<file path="src/rtl/cap_resp_pkg.sv">
// Shared types and helpers for the capture gain/data responder.
// Latency: n/a (types, constants and elaboration-time helpers only).
// Backpressure: n/a.
package cap_resp_pkg;

    typedef enum logic [2:0] {
        G_IDLE,
        G_SHIFT,
        G_SETTLE,
        G_DONE,
        G_WAIT
    } gain_state_e;

    typedef enum logic [1:0] {
        D_IDLE,
        D_CAP,
        D_WAIT
    } data_state_e;

    localparam int SCLK_DIV_DEF = 4;
    localparam int PGA_W_DEF    = 8;

    // Cycles from chip-select assertion to the last falling sclk edge.
    localparam int FRAME_CYC = 2 * SCLK_DIV_DEF * PGA_W_DEF;

    function automatic int frame_cyc(input int sclk_div, input int pga_w);
        return 2 * sclk_div * pga_w;
    endfunction

    // True when an unsigned counter of cnt_w bits can represent value.
    function automatic bit cnt_fits(input int cnt_w, input int value);
        if (cnt_w >= 32) begin
            return 1'b1;
        end
        return longint'(value) <= ((longint'(1) << cnt_w) - 1);
    endfunction

endpackage

</file>
<file path="src/rtl/pga_serial_tx.sv">
// Serial PGA programmer: SPI mode 0, MSB first, one frame of PGA_W bits per start.
// Latency: cs_n falls on the start edge, frame ends 2*SCLK_DIV*PGA_W cycles later.
// Backpressure: none; start is ignored while a frame is in flight.
module pga_serial_tx #(
    parameter int PGA_W    = 8,
    parameter int SCLK_DIV = 4
) (
    input  logic             clk125,
    input  logic             rst,
    input  logic             start,
    input  logic [PGA_W-1:0] code,
    output logic             cs_n,
    output logic             sclk,
    output logic             sdi,
    output logic             done
);

    localparam int DIV_W = (SCLK_DIV > 1) ? $clog2(SCLK_DIV) : 1;
    localparam int BIT_W = (PGA_W > 1) ? $clog2(PGA_W) : 1;
    localparam logic [DIV_W-1:0] DIV_LAST = DIV_W'(SCLK_DIV - 1);
    localparam logic [BIT_W-1:0] BIT_LAST = BIT_W'(PGA_W - 1);

    logic             active_q, active_d;
    logic [DIV_W-1:0] div_cnt_q, div_cnt_d;
    logic [BIT_W-1:0] bit_cnt_q, bit_cnt_d;
    logic [PGA_W-1:0] shreg_q, shreg_d;
    logic             cs_n_q, cs_n_d;
    logic             sclk_q, sclk_d;
    logic             sdi_q, sdi_d;
    logic             half_tick;

    // Half-period divider toggles sclk; data moves on falling edges, done flags the last one.
    always_comb begin
        active_d  = active_q;
        div_cnt_d = div_cnt_q;
        bit_cnt_d = bit_cnt_q;
        shreg_d   = shreg_q;
        cs_n_d    = cs_n_q;
        sclk_d    = sclk_q;
        sdi_d     = sdi_q;
        half_tick = active_q && (div_cnt_q == DIV_LAST);
        done      = half_tick && sclk_q && (bit_cnt_q == BIT_LAST);

        if (start && !active_q) begin
            active_d  = 1'b1;
            div_cnt_d = '0;
            bit_cnt_d = '0;
            cs_n_d    = 1'b0;
            sclk_d    = 1'b0;
            sdi_d     = code[PGA_W-1];
            shreg_d   = code << 1;
        end else if (active_q) begin
            div_cnt_d = half_tick ? '0 : div_cnt_q + 1'b1;
            if (half_tick) begin
                sclk_d = ~sclk_q;
                if (sclk_q) begin
                    if (bit_cnt_q == BIT_LAST) begin
                        active_d = 1'b0;
                        cs_n_d   = 1'b1;
                        sclk_d   = 1'b0;
                        sdi_d    = 1'b0;
                    end else begin
                        bit_cnt_d = bit_cnt_q + 1'b1;
                        sdi_d     = shreg_q[PGA_W-1];
                        shreg_d   = shreg_q << 1;
                    end
                end
            end
        end
    end

    // Frame state registers; reset drops any partial frame with cs_n released.
    always_ff @(posedge clk125) begin
        if (rst) begin
            active_q  <= 1'b0;
            div_cnt_q <= '0;
            bit_cnt_q <= '0;
            shreg_q   <= '0;
            cs_n_q    <= 1'b1;
            sclk_q    <= 1'b0;
            sdi_q     <= 1'b0;
        end else begin
            active_q  <= active_d;
            div_cnt_q <= div_cnt_d;
            bit_cnt_q <= bit_cnt_d;
            shreg_q   <= shreg_d;
            cs_n_q    <= cs_n_d;
            sclk_q    <= sclk_d;
            sdi_q     <= sdi_d;
        end
    end

    assign cs_n = cs_n_q;
    assign sclk = sclk_q;
    assign sdi  = sdi_q;

endmodule

</file>
<file path="src/rtl/cap_gain_data_resp.sv">
// Answers the capture controller's gain and data handshakes: programs the PGA, then streams tagged ADC samples.
// Latency: gain_cmpt 2*SCLK_DIV*PGA_W+SETTLE_CYC cycles after gain_en is sampled; each sample appears 1 cycle after adc_valid.
// Backpressure: none; the controller holds each request level until its completion pulse, samples outside a round are dropped.
module cap_gain_data_resp
    import cap_resp_pkg::*;
#(
    parameter int GAIN_W     = 1,
    parameter int ADC_W      = 16,
    parameter int PGA_W      = 8,
    parameter int SCLK_DIV   = 4,
    parameter int SETTLE_CYC = 250,
    parameter int SAMPLE_NUM = 1024,
    parameter int CNT_W      = 16
) (
    input  logic                    clk125,
    input  logic                    rst,
    input  logic                    gain_en,
    input  logic [GAIN_W-1:0]       gain_value,
    output logic                    gain_cmpt,
    input  logic                    data_en,
    output logic                    data_cmpt,
    input  logic [ADC_W-1:0]        adc_data,
    input  logic                    adc_valid,
    output logic                    pga_cs_n,
    output logic                    pga_sclk,
    output logic                    pga_sdi,
    output logic [GAIN_W+ADC_W-1:0] dout_data,
    output logic                    dout_valid,
    output logic                    dout_last,
    output logic                    busy
);

    if (!cnt_fits(CNT_W, SAMPLE_NUM) || !cnt_fits(CNT_W, SETTLE_CYC)) begin : g_cnt_chk
        $error("CNT_W too small for SAMPLE_NUM or SETTLE_CYC");
    end

    localparam logic [CNT_W-1:0] SETTLE_LAST = CNT_W'(SETTLE_CYC - 1);
    localparam logic [CNT_W-1:0] SAMPLE_LAST = CNT_W'(SAMPLE_NUM - 1);

    gain_state_e                gain_state_q, gain_state_d;
    data_state_e                data_state_q, data_state_d;
    logic [CNT_W-1:0]           settle_cnt_q, settle_cnt_d;
    logic [CNT_W-1:0]           smp_cnt_q, smp_cnt_d;
    logic [GAIN_W-1:0]          tag_q, tag_d;
    logic [GAIN_W+ADC_W-1:0]    dout_data_q, dout_data_d;
    logic                       dout_valid_q, dout_valid_d;
    logic                       dout_last_q, dout_last_d;
    logic                       data_cmpt_q, data_cmpt_d;
    logic                       busy_q, busy_d;
    logic                       tx_start;
    logic                       tx_done;
    logic [PGA_W-1:0]           tx_code;

    pga_serial_tx #(
        .PGA_W    (PGA_W),
        .SCLK_DIV (SCLK_DIV)
    ) u_pga_tx (
        .clk125 (clk125),
        .rst    (rst),
        .start  (tx_start),
        .code   (tx_code),
        .cs_n   (pga_cs_n),
        .sclk   (pga_sclk),
        .sdi    (pga_sdi),
        .done   (tx_done)
    );

    // Gain side: start frame and retag, settle after the last sclk fall, pulse, then wait for request release.
    always_comb begin
        gain_state_d = gain_state_q;
        settle_cnt_d = settle_cnt_q;
        tag_d        = tag_q;
        tx_start     = 1'b0;
        tx_code      = PGA_W'(gain_value);
        case (gain_state_q)
            G_IDLE: begin
                if (gain_en) begin
                    tx_start     = 1'b1;
                    tag_d        = gain_value;
                    gain_state_d = G_SHIFT;
                end
            end
            G_SHIFT: begin
                if (tx_done) begin
                    settle_cnt_d = '0;
                    gain_state_d = G_SETTLE;
                end
            end
            G_SETTLE: begin
                if (settle_cnt_q == SETTLE_LAST) begin
                    gain_state_d = G_DONE;
                end else begin
                    settle_cnt_d = settle_cnt_q + 1'b1;
                end
            end
            G_DONE: begin
                gain_state_d = G_WAIT;
            end
            G_WAIT: begin
                if (!gain_en) begin
                    gain_state_d = G_IDLE;
                end
            end
            default: begin
                gain_state_d = G_IDLE;
            end
        endcase
    end

    // Data side: forward tagged samples during a round, flag the final one, then wait for request release.
    always_comb begin
        data_state_d = data_state_q;
        smp_cnt_d    = smp_cnt_q;
        dout_data_d  = dout_data_q;
        dout_valid_d = 1'b0;
        dout_last_d  = 1'b0;
        data_cmpt_d  = 1'b0;
        case (data_state_q)
            D_IDLE: begin
                if (data_en) begin
                    smp_cnt_d    = '0;
                    data_state_d = D_CAP;
                end
            end
            D_CAP: begin
                if (adc_valid) begin
                    dout_data_d  = {tag_q, adc_data};
                    dout_valid_d = 1'b1;
                    smp_cnt_d    = smp_cnt_q + 1'b1;
                    if (smp_cnt_q == SAMPLE_LAST) begin
                        dout_last_d  = 1'b1;
                        data_cmpt_d  = 1'b1;
                        data_state_d = D_WAIT;
                    end
                end
            end
            D_WAIT: begin
                if (!data_en) begin
                    data_state_d = D_IDLE;
                end
            end
            default: begin
                data_state_d = D_IDLE;
            end
        endcase
        busy_d = (gain_state_d != G_IDLE) || (data_state_d != D_IDLE);
    end

    // Gain FSM, settle counter and tag registers.
    always_ff @(posedge clk125) begin
        if (rst) begin
            gain_state_q <= G_IDLE;
            settle_cnt_q <= '0;
            tag_q        <= '0;
        end else begin
            gain_state_q <= gain_state_d;
            settle_cnt_q <= settle_cnt_d;
            tag_q        <= tag_d;
        end
    end

    // Data FSM, sample counter, output beat and busy registers.
    always_ff @(posedge clk125) begin
        if (rst) begin
            data_state_q <= D_IDLE;
            smp_cnt_q    <= '0;
            dout_data_q  <= '0;
            dout_valid_q <= 1'b0;
            dout_last_q  <= 1'b0;
            data_cmpt_q  <= 1'b0;
            busy_q       <= 1'b0;
        end else begin
            data_state_q <= data_state_d;
            smp_cnt_q    <= smp_cnt_d;
            dout_data_q  <= dout_data_d;
            dout_valid_q <= dout_valid_d;
            dout_last_q  <= dout_last_d;
            data_cmpt_q  <= data_cmpt_d;
            busy_q       <= busy_d;
        end
    end

    assign gain_cmpt  = (gain_state_q == G_DONE);
    assign data_cmpt  = data_cmpt_q;
    assign dout_data  = dout_data_q;
    assign dout_valid = dout_valid_q;
    assign dout_last  = dout_last_q;
    assign busy       = busy_q;

endmodule
</file>
<file path="config.mk">
export PLATFORM = sky130hd
export DESIGN_NAME = cap_gain_data_resp
export DESIGN_NICKNAME = d
export VERILOG_FILES = /design/src/rtl/cap_resp_pkg.sv /design/src/rtl/pga_serial_tx.sv /design/src/rtl/cap_gain_data_resp.sv
export SDC_FILE = /design/constraint.sdc
export NUM_CORES = 1
export LEC_CHECK = 0
export BUFFER_PORTS_ARGS = -buffer_cell sky130_fd_sc_hd__buf_4
export CORE_MARGIN = 2
export CORE_UTILIZATION = 60
export CTS_CLUSTER_DIAMETER = 30
export DETAILED_ROUTE_END_ITERATION = 8
export HOLD_SLACK_MARGIN = 0.03
export PLACE_DENSITY = 0.89
export SKIP_LAST_GASP = 1
export SLEW_MARGIN = 30
export SYNTH_ARGS = -nofsm -noshare
export SYNTH_HDL_FRONTEND = slang
export SYNTH_HIERARCHICAL = 1
export SYNTH_SLANG_ARGS = --single-unit
</file>
<file path="constraint.sdc">
create_clock -name clk125 -period 4.6 [get_ports clk125]
set_clock_uncertainty 0.2 [all_clocks]
set_input_delay 0.92 -clock clk125 [delete_from_list [all_inputs] [get_ports clk125]]
set_output_delay 0.92 -clock clk125 [all_outputs]
set_load 0.05 [all_outputs]
</file>
==> results of run 1 <==
cells in the final DEF, fill, tap and decap left out, types with 5 or more instances in the layout:
master / count
nand4_1: 6
nand3_1: 12
nor2_1: 46
dfxtp_1: 74
or4_1: 5
xor2_1: 6
nor4_1: 7
nand2_1: 51
nor3_1: 8
ha_1: 7
conb_1: 7
xnor2_1: 9
a21oi_1: 38
nor3b_1: 5
a2111oi_2: 7
clkbuf_8: 10
or3_1: 13
o21ai_0: 13
buf_4: 47
registers in the layout, indices dropped and copies added, names as in the netlist, 2 cells and up:
name,flops
gain_state_q,3
dout_data,17
u_pga_tx/shreg_q,7
u_pga_tx/bit_cnt_q,3
data_state_q,2
u_pga_tx/div_cnt_q,2
smp_cnt_q,16
settle_cnt_q,16
worst max-delay path: stages, from the launching register on:
cell and delay, ns:
dfxtp_1 0.34, ha_1 0.29, and3_1 0.29, and2_1 0.20, nor4bb_1 0.13, or2_2 0.42, or4_1 0.54, nand2_1 0.07
worst paths after layout:
path,start,endpoint,slack (ns),depth (start not counted)
setup / recovery,u_pga_tx/div_cnt_q[0]$_SDFFE_PP0P_,settle_cnt_q[6]$_SDFFE_PP0P_,2.07,7
hold / removal,tag_q$_SDFFE_PP0P_,dout_data[16]$_SDFFE_PP0P_,0.25,2
setup reg to reg,u_pga_tx/div_cnt_q[0]$_SDFFE_PP0P_,settle_cnt_q[6]$_SDFFE_PP0P_,2.07,7
hold reg to reg,tag_q$_SDFFE_PP0P_,dout_data[16]$_SDFFE_PP0P_,0.25,2
routing by layer:
layer	wire [µm]	vias up	share of wire (%)	track usage, %
met2	3408	59	51	39.66
met3	320	12	4.8	5.977
met1	2889	1352	43	28.01
met4	108	0	1.6	9.649
met5	0	-	0	0
li1	-	1452	-	-
cell type report:
type	count	area (µm²)	share of cell area, %
multi-input combinational	291	1744	45.24
sequential	74	1481	38.43
timing repair buffer	47	352.8	9.153
clock buffer	11	141.4	3.668
tap	72	90.09	2.337
clock inverter	5	30.03	0.7790
inverter	4	15.01	0.3895
metrics by stage:
step | worst slack [ns] | hold WS (ns)
floorplan | 1.987 | 0.2313
global placement | 1.724 | 0.2421
detailed placement | 1.493 | 0.2462
CTS | 1.822 | 0.2579
global route | 1.978 | 0.2830
finish | 2.074 | 0.2544
cells in the mapped netlist, drive strengths merged (7+ instances only):
master and n:
clkbuf 17, xnor2 9, dfxtp 74, or3 14, nor4 7, nor3 8, o21ai 13, ha 7
nand3 12, nor2 46, a2111oi 8, a21oi 38, nand2 51
cell families (layout without fill, tap and decap cells):
logic type	count (synthesis)	in the layout	synth area share [%]
AOI/OAI and AO/OA	72	72	14.17
xor gates and xnor gates	15	15	3.947
adders and majority gates	7	7	2.631
buffers and inverters	27	67	3.947
DFF	74	74	44.51
muxes	5	5	1.541
other	1	7	0.1127
and+or+nand+nor	185	185	29.14
power by group:
group | switching [W] | internal [W]
clock | 0.000232 | 0.000208
sequential | 0.0000130 | 0.000658
combinational | 0.0000775 | 0.0000444
==> run metrics, run 1 <==
global-route wire length before repair=approximately 11 mm; die boundary width=roughly 78 µm; Syn Inst Count=approximately 390; # hold bufs at CTS=0; crit path DAT=between 2 and 3 ns; io pins=47; Worst Hold Class=flop to flop; #FFs+latches synth=between 70 and 80; pwr/cell area=about 320 nW/µm²; setup_tns=0 ns; CTS buffer count=9; Synth top area share=approximately 45%; H-Tree Level Count=3; maxcap violations=0; die area=around 6000 µm²; Total Routing Usage GR=23.30%; initial antenna violation count=0; grt ovf=0; row cnt=27; Post-DRT Antenna Nets=0; CP Class=flop to flop; Num Clock Sinks=between 70 and 80; Post-Route WL=between 6 and 7 mm; fin crit period=roughly 2.5 ns; register area share after synthesis=44.51%; # setup viols final=0; status=finished, final reports clean; final instance count without filler cells=around 500; Max transition margin=between 40% and 50%; PortBufs=46; CP Capture Type=flop; CTS max path bufs=2; post-CTS sizing=0; share of cells above drive strength 1=18.29%; filler cell count=just under 400; CTS tree=done; chip height=78.48 µm; period utilization=54.92%; Area contributors post-synth=dfxtp_1 (45%), nand2_1 (5.8%), a21oi_1 (5.7%), nor2_1 (5.2%), a2111oi_2 (3.2%); Worst VDD drop=0.2460 mV; Worst EP required=4.68 ns; post-CTS setup buffer count=0; vias=about 2,900; Layout Utilization=70.88%; DR pass1 iterations=4; Area after DPL=about 3700 µm²; Starting DRT DRC Count=around 140; post-synth top area cell=dfxtp_1; synthesized area=around 3300 µm²; core box area=5439 µm²; Worst Setup Start Kind=flop; unrepaired setup endpoints after global routing=no; DRC=0; WL per Instance=13.35 µm; Post-synth ARST share=0%; gpl congestion=between 0.8 and 0.9; Synth Area per Inst=roughly 8.6 µm²; ANT cells=0; DPL Wire Length=approximately 4.7 mm; layout net count=~460; Clk Latency, worst-skew pair=0.34 ns; crit path max fanout=15; total number of yosys warnings=6; Initial Util=roughly three fifths; Yosys cell types=51; power consumption=0.001233 W; largest net degree at the start of global routing=49; Post-Place Cells=a little under 500; Area Overhead vs Synth=15.83%; Finished Cell Area=a little under 4000 µm²; Post-synth EDFFs=0; Clock Pin Slew Worst Setup and Hold Paths=approximately 0.08 ns; vias in the first global route=2,644; leakage=between 1 and 1.5 nW; Fin. Hold Viols=0; root buf cell=clkbuf_8; actual slew at the worst max-slew pin=around 0.82 ns; Vias/cell=5.704; Peak Freq=roughly 400 MHz; Final Max Tran Viols=0; Post-synth top flop=dfxtp_1
(Power assumes the default switching activity.)
==> run 2: changes to the inputs <==
--- a/config.mk
+++ b/config.mk
@@ -7,11 +7,11 @@
 export LEC_CHECK = 0
 export BUFFER_PORTS_ARGS = -buffer_cell sky130_fd_sc_hd__buf_4
 export CORE_MARGIN = 2
-export CORE_UTILIZATION = 60
+export CORE_UTILIZATION = 51
 export CTS_CLUSTER_DIAMETER = 30
 export DETAILED_ROUTE_END_ITERATION = 8
 export HOLD_SLACK_MARGIN = 0.03
-export PLACE_DENSITY = 0.89
+export PLACE_DENSITY = 0.81
 export SKIP_LAST_GASP = 1
 export SLEW_MARGIN = 30
 export SYNTH_ARGS = -nofsm -noshare
==> constraint.sdc (replaced) <==
create_clock -name clk125 -period 2.2 [get_ports clk125]
set_clock_uncertainty 0.2 [all_clocks]
set_input_delay 0.44 -clock clk125 [delete_from_list [all_inputs] [get_ports clk125]]
set_output_delay 0.44 -clock clk125 [all_outputs]
set_load 0.05 [all_outputs]
==> run metrics, run 2 (same netlist as run 1, synthesis figures left out) <==
CP Cell Sequence=ha_1 -> ha_1 -> and2_1 -> nor4bb_1 -> or2_4 -> or4_1 -> nand2_1; max FFs per register=17 (unchanged); CP max-delay cell=or4_1; actual slew at the worst max-slew pin=0.5534 ns (-0.2710 ns); P_int=0.002152 W (+140%); maxcap violations=0 (unchanged); Total Routing Usage GR=20.09% (-3.2 points); leakage=1.574 nW (+6.9%); global-route wire length before repair=11.80 mm (+2.7%); initial antenna violation count=0 (unchanged); P_sw=0.0007112 W (+120%); cell mode on critical path=ha_1; Post-Route WL=6.866 mm (+2.1%); DRC=0 (unchanged); Initial Util=52.72% (-8.5 points); Final Max Tran Viols=0 (unchanged); number of buffers and inverters on the critical path=0 (unchanged); most frequent cells in the layout=dfxtp_1 (73), buf_4 (63), nand2_1 (51); chip height=84.78 µm (+8.0%); Worst VDD drop=0.4911 mV (+100%); Fin. Hold Viols=0 (unchanged); filler cell count=503 (+27%); share of cells above drive strength 1=21.88% (+3.6 points); clock power share=41.6% (+5.9 points); period utilization=95.95% (+41 points); CP Class=flop to flop; GR Util met3=5.801% (-0.18 points); CTS tree=done; unrepaired setup endpoints after global routing=no; hold slack final=0.1318 ns (-0.1227 ns); combinational power share=9.6% (-0.3 points); Worst Hold Class=input port to flop; root buf cell=clkbuf_8; H-Tree Level Count=3 (unchanged); CTS max path bufs=2 (unchanged); vias in the first global route=2,666 (+0.83%); Worst EP required=2.29 ns (-2.39 ns); crit path max fanout=4 (-11); largest net degree at the start of global routing=35 (-29%); layout net count=472 (+3.5%); Layout Utilization=64.03% (-6.8 points); die boundary width=84.78 µm (+8.0%); DPL Wire Length=4.755 mm (+0.37%); CP delay by family, top=simple AND/OR/NAND/NOR gates; Vias/cell=5.520 (-3.2%); Worst Setup Start Kind=flop; row cnt=29 (+7.4%); pwr/cell area=708.2 nW/µm² (+120%); WL per Instance=13.08 µm (-2.0%); power consumption=0.002863 W (+130%); Peak Freq=473.7 MHz (+20%); ANT cells=0 (unchanged); Max transition margin=62.77% (+19 points); CP Capture Type=flop; Starting DRT DRC Count=179 (+24%); final instance count without filler cells=525 (+4.2%); grt ovf=0 (unchanged); CP max stage delay=0.50 ns (-0.04 ns); Post-Place Cells=509 (+4.3%); PortBufs=46 (unchanged); crit path DAT=2.20 ns (-0.41 ns); die area=7188 µm² (+17%); M2 GR Usage=31.64% (-8.0 points); DR pass1 iterations=4 (unchanged); core box area=6314 µm² (+16%); io pins=47 (unchanged); GR peak layer=met2; Clk Latency, worst-skew pair=0.34 ns (about the same); Post-DRT Antenna Nets=0 (unchanged); switching share of power=24.84% (-1.3 points); # setup viols final=0 (unchanged); fin crit period=2.111 ns (-0.4156 ns); Num Clock Sinks=74 (unchanged); setup_tns=0 ns (unchanged); part of the power in registers=48.8% (-5.6 points); met1 usage=26.04% (-2.0 points); most common cell after layout, fill and taps aside=dfxtp_1; Clock Pin Slew Worst Setup and Hold Paths=0.08 ns (about the same); gpl congestion=0.8254 (+1.3%); status=finished, final reports clean; CTS buffer count=9 (unchanged); Area Overhead vs Synth=21.47%; vias=2,898 (+0.80%)
[run 2: cell count changes in the layout (fill, tap and decap cells not counted), moves of 2 or more]
cell and delta:
clkinv_2 -2, bufinv_16 +2, buf_4 +16, clkinv_4 +2
[run 2: layout make-up]
class / instances / area, µm² / share of cell area, %
clock buffers: 10 / 137.6 / 3.405
clock inverters: 6 / 90.09 / 2.228
inverters: 4 / 15.01 / 0.3714
multi-input cells: 291 / 1748 / 43.24
flip-flops and latches: 74 / 1483 / 36.68
well taps: 77 / 96.34 / 2.383
repair buffers: 63 / 473.0 / 11.70
[run 2: per-stage QoR]
step                      worst slack, ns  area [µm²]
after floorplan                  0.003555        3359
after global routing              0.01289        4043
after CTS                         0.03256        4040
final                             0.08911        4043
after detailed placement          0.05394        3812
after global placement            0.08642        3812
[run 2: what timing repair did]
action | CTS | global route
endpoints found under the hold margin | 0 | 0
hold buffers | 0 | 0
buffers inserted | 0 | 0
resized for setup | 0 | 1
endpoints found under the setup margin | 0 | 3
[run 2: power by group through the flow]
stage	clock network, W	registers (W)	logic, W
final	0.00119	0.00140	0.000274
after global routing	0.00125	0.00140	0.000297
after CTS	0.00121	0.00140	0.000275
after detailed placement	0	0.00143	0.000274
after global placement	0	0.00143	0.000267
after floorplan	0	0.00149	0.000121
[run 2: final timing paths]
kind | start | end | slack (ns) | depth (start not counted)
max reg2reg | u_pga_tx/bit_cnt_q[0]$_SDFFE_PP0P_ | settle_cnt_q[6]$_SDFFE_PP0P_ | 0.09 | 7
max | u_pga_tx/bit_cnt_q[0]$_SDFFE_PP0P_ | settle_cnt_q[6]$_SDFFE_PP0P_ | 0.09 | 7
min reg2reg | tag_q$_SDFFE_PP0P_ | dout_data[16]$_SDFFE_PP0P_ | 0.25 | 2
min | adc_data[3] | dout_data[3]$_SDFFE_PP0P_ | 0.13 | 3
[run 2: layer usage]
| metal | share of wire, % | wire (µm) |
|---|---|---|
| met5 | 0 | 0 |
| met4 | 1.7 | 119 |
| met3 | 5.2 | 354 |
| met2 | 45 | 3101 |
| met1 | 48 | 3290 |
[run 2: worst register-to-register path: stages (launching register included)]
cell	delay, ns
dfxtp_1	0.33
ha_1	0.22
ha_1	0.19
and2_1	0.15
nor4bb_1	0.14
or2_4	0.25
or4_1	0.50
nand2_1	0.08
==> run 3: changes to the inputs <==
--- a/config.mk
+++ b/config.mk
@@ -12,6 +12,7 @@
 export DETAILED_ROUTE_END_ITERATION = 8
 export HOLD_SLACK_MARGIN = 0.03
 export PLACE_DENSITY = 0.81
+export SETUP_SLACK_MARGIN = 0.1
 export SKIP_LAST_GASP = 1
 export SLEW_MARGIN = 30
 export SYNTH_ARGS = -nofsm -noshare
==> run metrics, run 3 (same netlist as run 1, synthesis figures left out) <==
vias=2,911 (+0.45%); grt ovf=0 (unchanged); vias in the first global route=2,778 (+4.2%); Clock Pin Slew Worst Setup and Hold Paths=0.08 ns (about the same); switching share of power=25.29% (+0.45 points); Area Overhead vs Synth=20.90%; Num Clock Sinks=74 (unchanged); Critical R2R Capture=settle_cnt_q[7]$_SDFFE_PP0P_; io pins=47 (unchanged); CP Class=flop to flop; crit path DAT=2.10 ns (-0.10 ns); power consumption=0.002756 W (-3.7%); # setup viols final=0 (unchanged); RR Startpoint=u_pga_tx/bit_cnt_q[0]$_SDFFE_PP0P_; share of cells above drive strength 1=22.92% (+1.0 points); most common cell after layout, fill and taps aside=dfxtp_1; period utilization=94.10% (-1.8 points); core box area=6314 µm² (unchanged); initial antenna violation count=0 (unchanged); CP Capture Type=flop; Hold Crit Depth=3 (unchanged); die area=7188 µm² (unchanged); Worst EP required=2.23 ns (-0.06 ns); Worst Hold Class=input port to flop; R2R cell count=7 (unchanged); P_sw=0.0006970 W (-2.0%); Total Routing Usage GR=20.33% (+0.23 points); Peak Freq=483.0 MHz (+2.0%); H-Tree Level Count=3 (unchanged); fin crit period=2.070 ns (-0.04063 ns); ANT cells=0 (unchanged); PortBufs=46 (unchanged); root buf cell=clkbuf_8; crit path max fanout=4 (unchanged); Post-Route WL=7.065 mm (+2.9%); Worst Setup Start Kind=flop; CTS tree=done; status=finished, final reports clean; Vias/cell=5.577 (+1.0%); DRC=0 (unchanged); gpl congestion=0.8210 (-0.53%); Final Max Tran Viols=0 (unchanged); clock power share=39.3% (-2.3 points); CTS buffer count=9 (unchanged); Post-DRT Antenna Nets=0 (unchanged); Worst VDD drop=0.4750 mV (-3.3%); CTS max path bufs=2 (unchanged); end point of the worst hold path=dout_data[5]$_SDFFE_PP0P_; Multi-input gate area=1773 µm² (+1.4%); chip height=84.78 µm (unchanged); row cnt=29 (unchanged); Layout Utilization=63.73% (-0.30 points); global-route wire length before repair=11.86 mm (+0.53%); R2R setup slack=0.13 ns (+0.04 ns); Clk Latency, worst-skew pair=0.36 ns (+0.02 ns); Fin. Hold Viols=0 (unchanged); maxcap violations=0 (unchanged); Hold Startpoint=adc_data[5]; die boundary width=84.78 µm (unchanged); setup_tns=0 ns (unchanged); most frequent cells in the layout=dfxtp_1 (71), buf_4 (60), nand2_1 (51); unrepaired setup endpoints after global routing=yes; WL per Instance=13.53 µm (+3.5%); P_int=0.002059 W (-4.3%); layout net count=469 (-0.64%); pre-CTS WS=0.1226 ns (+0.06863 ns); part of the power in registers=50.8% (+2.0 points); filler cell count=527 (+4.8%); leakage=1.549 nW (-1.6%); largest net degree at the start of global routing=37 (+5.7%); pwr/cell area=685.0 nW/µm² (-3.3%); Storage cell area=1485 µm² (+0.17%); # hold bufs at CTS=0 (unchanged); max FFs per register=17 (unchanged); Starting DRT DRC Count=180 (+0.56%); DPL Wire Length=4.867 mm (+2.4%); Initial Util=52.72% (unchanged); Setup WS post-layout=0.1297 ns (+0.04063 ns); combinational power share=9.9% (+0.3 points); DR pass1 iterations=4 (unchanged)
run 3: cell types whose count changed in the layout (fill, tap and decap cells not counted), sizes merged:
cell	change
clkbuf	+1
bufinv	-1
buf	-3
run 3: metal layers:
layer / vias to the layer above / part of all wire, % / GRT usage (%)
met1: 1353 / 45 / 24.37
li1: 1481 / - / -
met5: - / 0 / 0
met4: 0 / 1.7 / 10.53
met3: 8 / 5.5 / 5.113
met2: 69 / 48 / 33.64
run 3: critical path, cell delays in order (launching register included):
cell,delay (ns)
dfxtp_1,0.36
ha_2,0.20
ha_2,0.21
and2_4,0.14
nor4bb_1,0.35
nor2_1,0.19
o311ai_0,0.15
o41ai_1,0.13
run 3: through the flow:
stage	hold WS, ns	cell area (µm²)	cells
finish	0.1214	4024	522
global route	0.1301	4024	522
CTS	0.1195	4020	522
detailed placement	0.2464	3816	506
global placement	0.2422	3816	506
floorplan	0.2313	3387	392
run 3: worst max-delay path by stage:
stage / depth (start not counted) / slack (ns) / endpoint / startpoint
4_1_cts: 7 / 0.10 / settle_cnt_q[11]$_SDFFE_PP0P_ / u_pga_tx/bit_cnt_q[0]$_SDFFE_PP0P_
6_report: 7 / 0.13 / settle_cnt_q[7]$_SDFFE_PP0P_ / u_pga_tx/bit_cnt_q[0]$_SDFFE_PP0P_
3_5_place_dp: 7 / 0.12 / settle_cnt_q[11]$_SDFFE_PP0P_ / u_pga_tx/bit_cnt_q[0]$_SDFFE_PP0P_
5_1_grt: 7 / 0.06 / settle_cnt_q[0]$_SDFFE_PP0P_ / u_pga_tx/bit_cnt_q[0]$_SDFFE_PP0P_
3_3_place_gp: 7 / 0.16 / settle_cnt_q[11]$_SDFFE_PP0P_ / u_pga_tx/div_cnt_q[0]$_SDFFE_PP0P_
2_1_floorplan: 6 / 0.10 / settle_cnt_q[6]$_SDFFE_PP0P_ / gain_state_q[1]$_SDFF_PP0_
run 3: layout make-up:
cell class,count,area share (%)
repair buffers,60,11.19
flip-flops and latches,74,36.91
clock buffers,11,3.762
multi-input cells,291,44.06
well taps,77,2.394
inverters,4,0.3731
clock inverters,5,1.306
run 3: power groups by stage:
stage | registers, W | logic [W] | clock network [W]
after CTS | 0.00140 | 0.000274 | 0.00110
after detailed placement | 0.00143 | 0.000272 | 0
after global routing | 0.00140 | 0.000298 | 0.00115
after global placement | 0.00143 | 0.000267 | 0
final | 0.00140 | 0.000274 | 0.00108
after floorplan | 0.00149 | 0.000122 | 0
run 3: what timing repair did:
action | in CTS | in global routing
buffers inserted | 0 | 0
setup endpoints to repair | 0 | 3
resized for setup | 0 | 2
hold endpoints to repair | 0 | 0
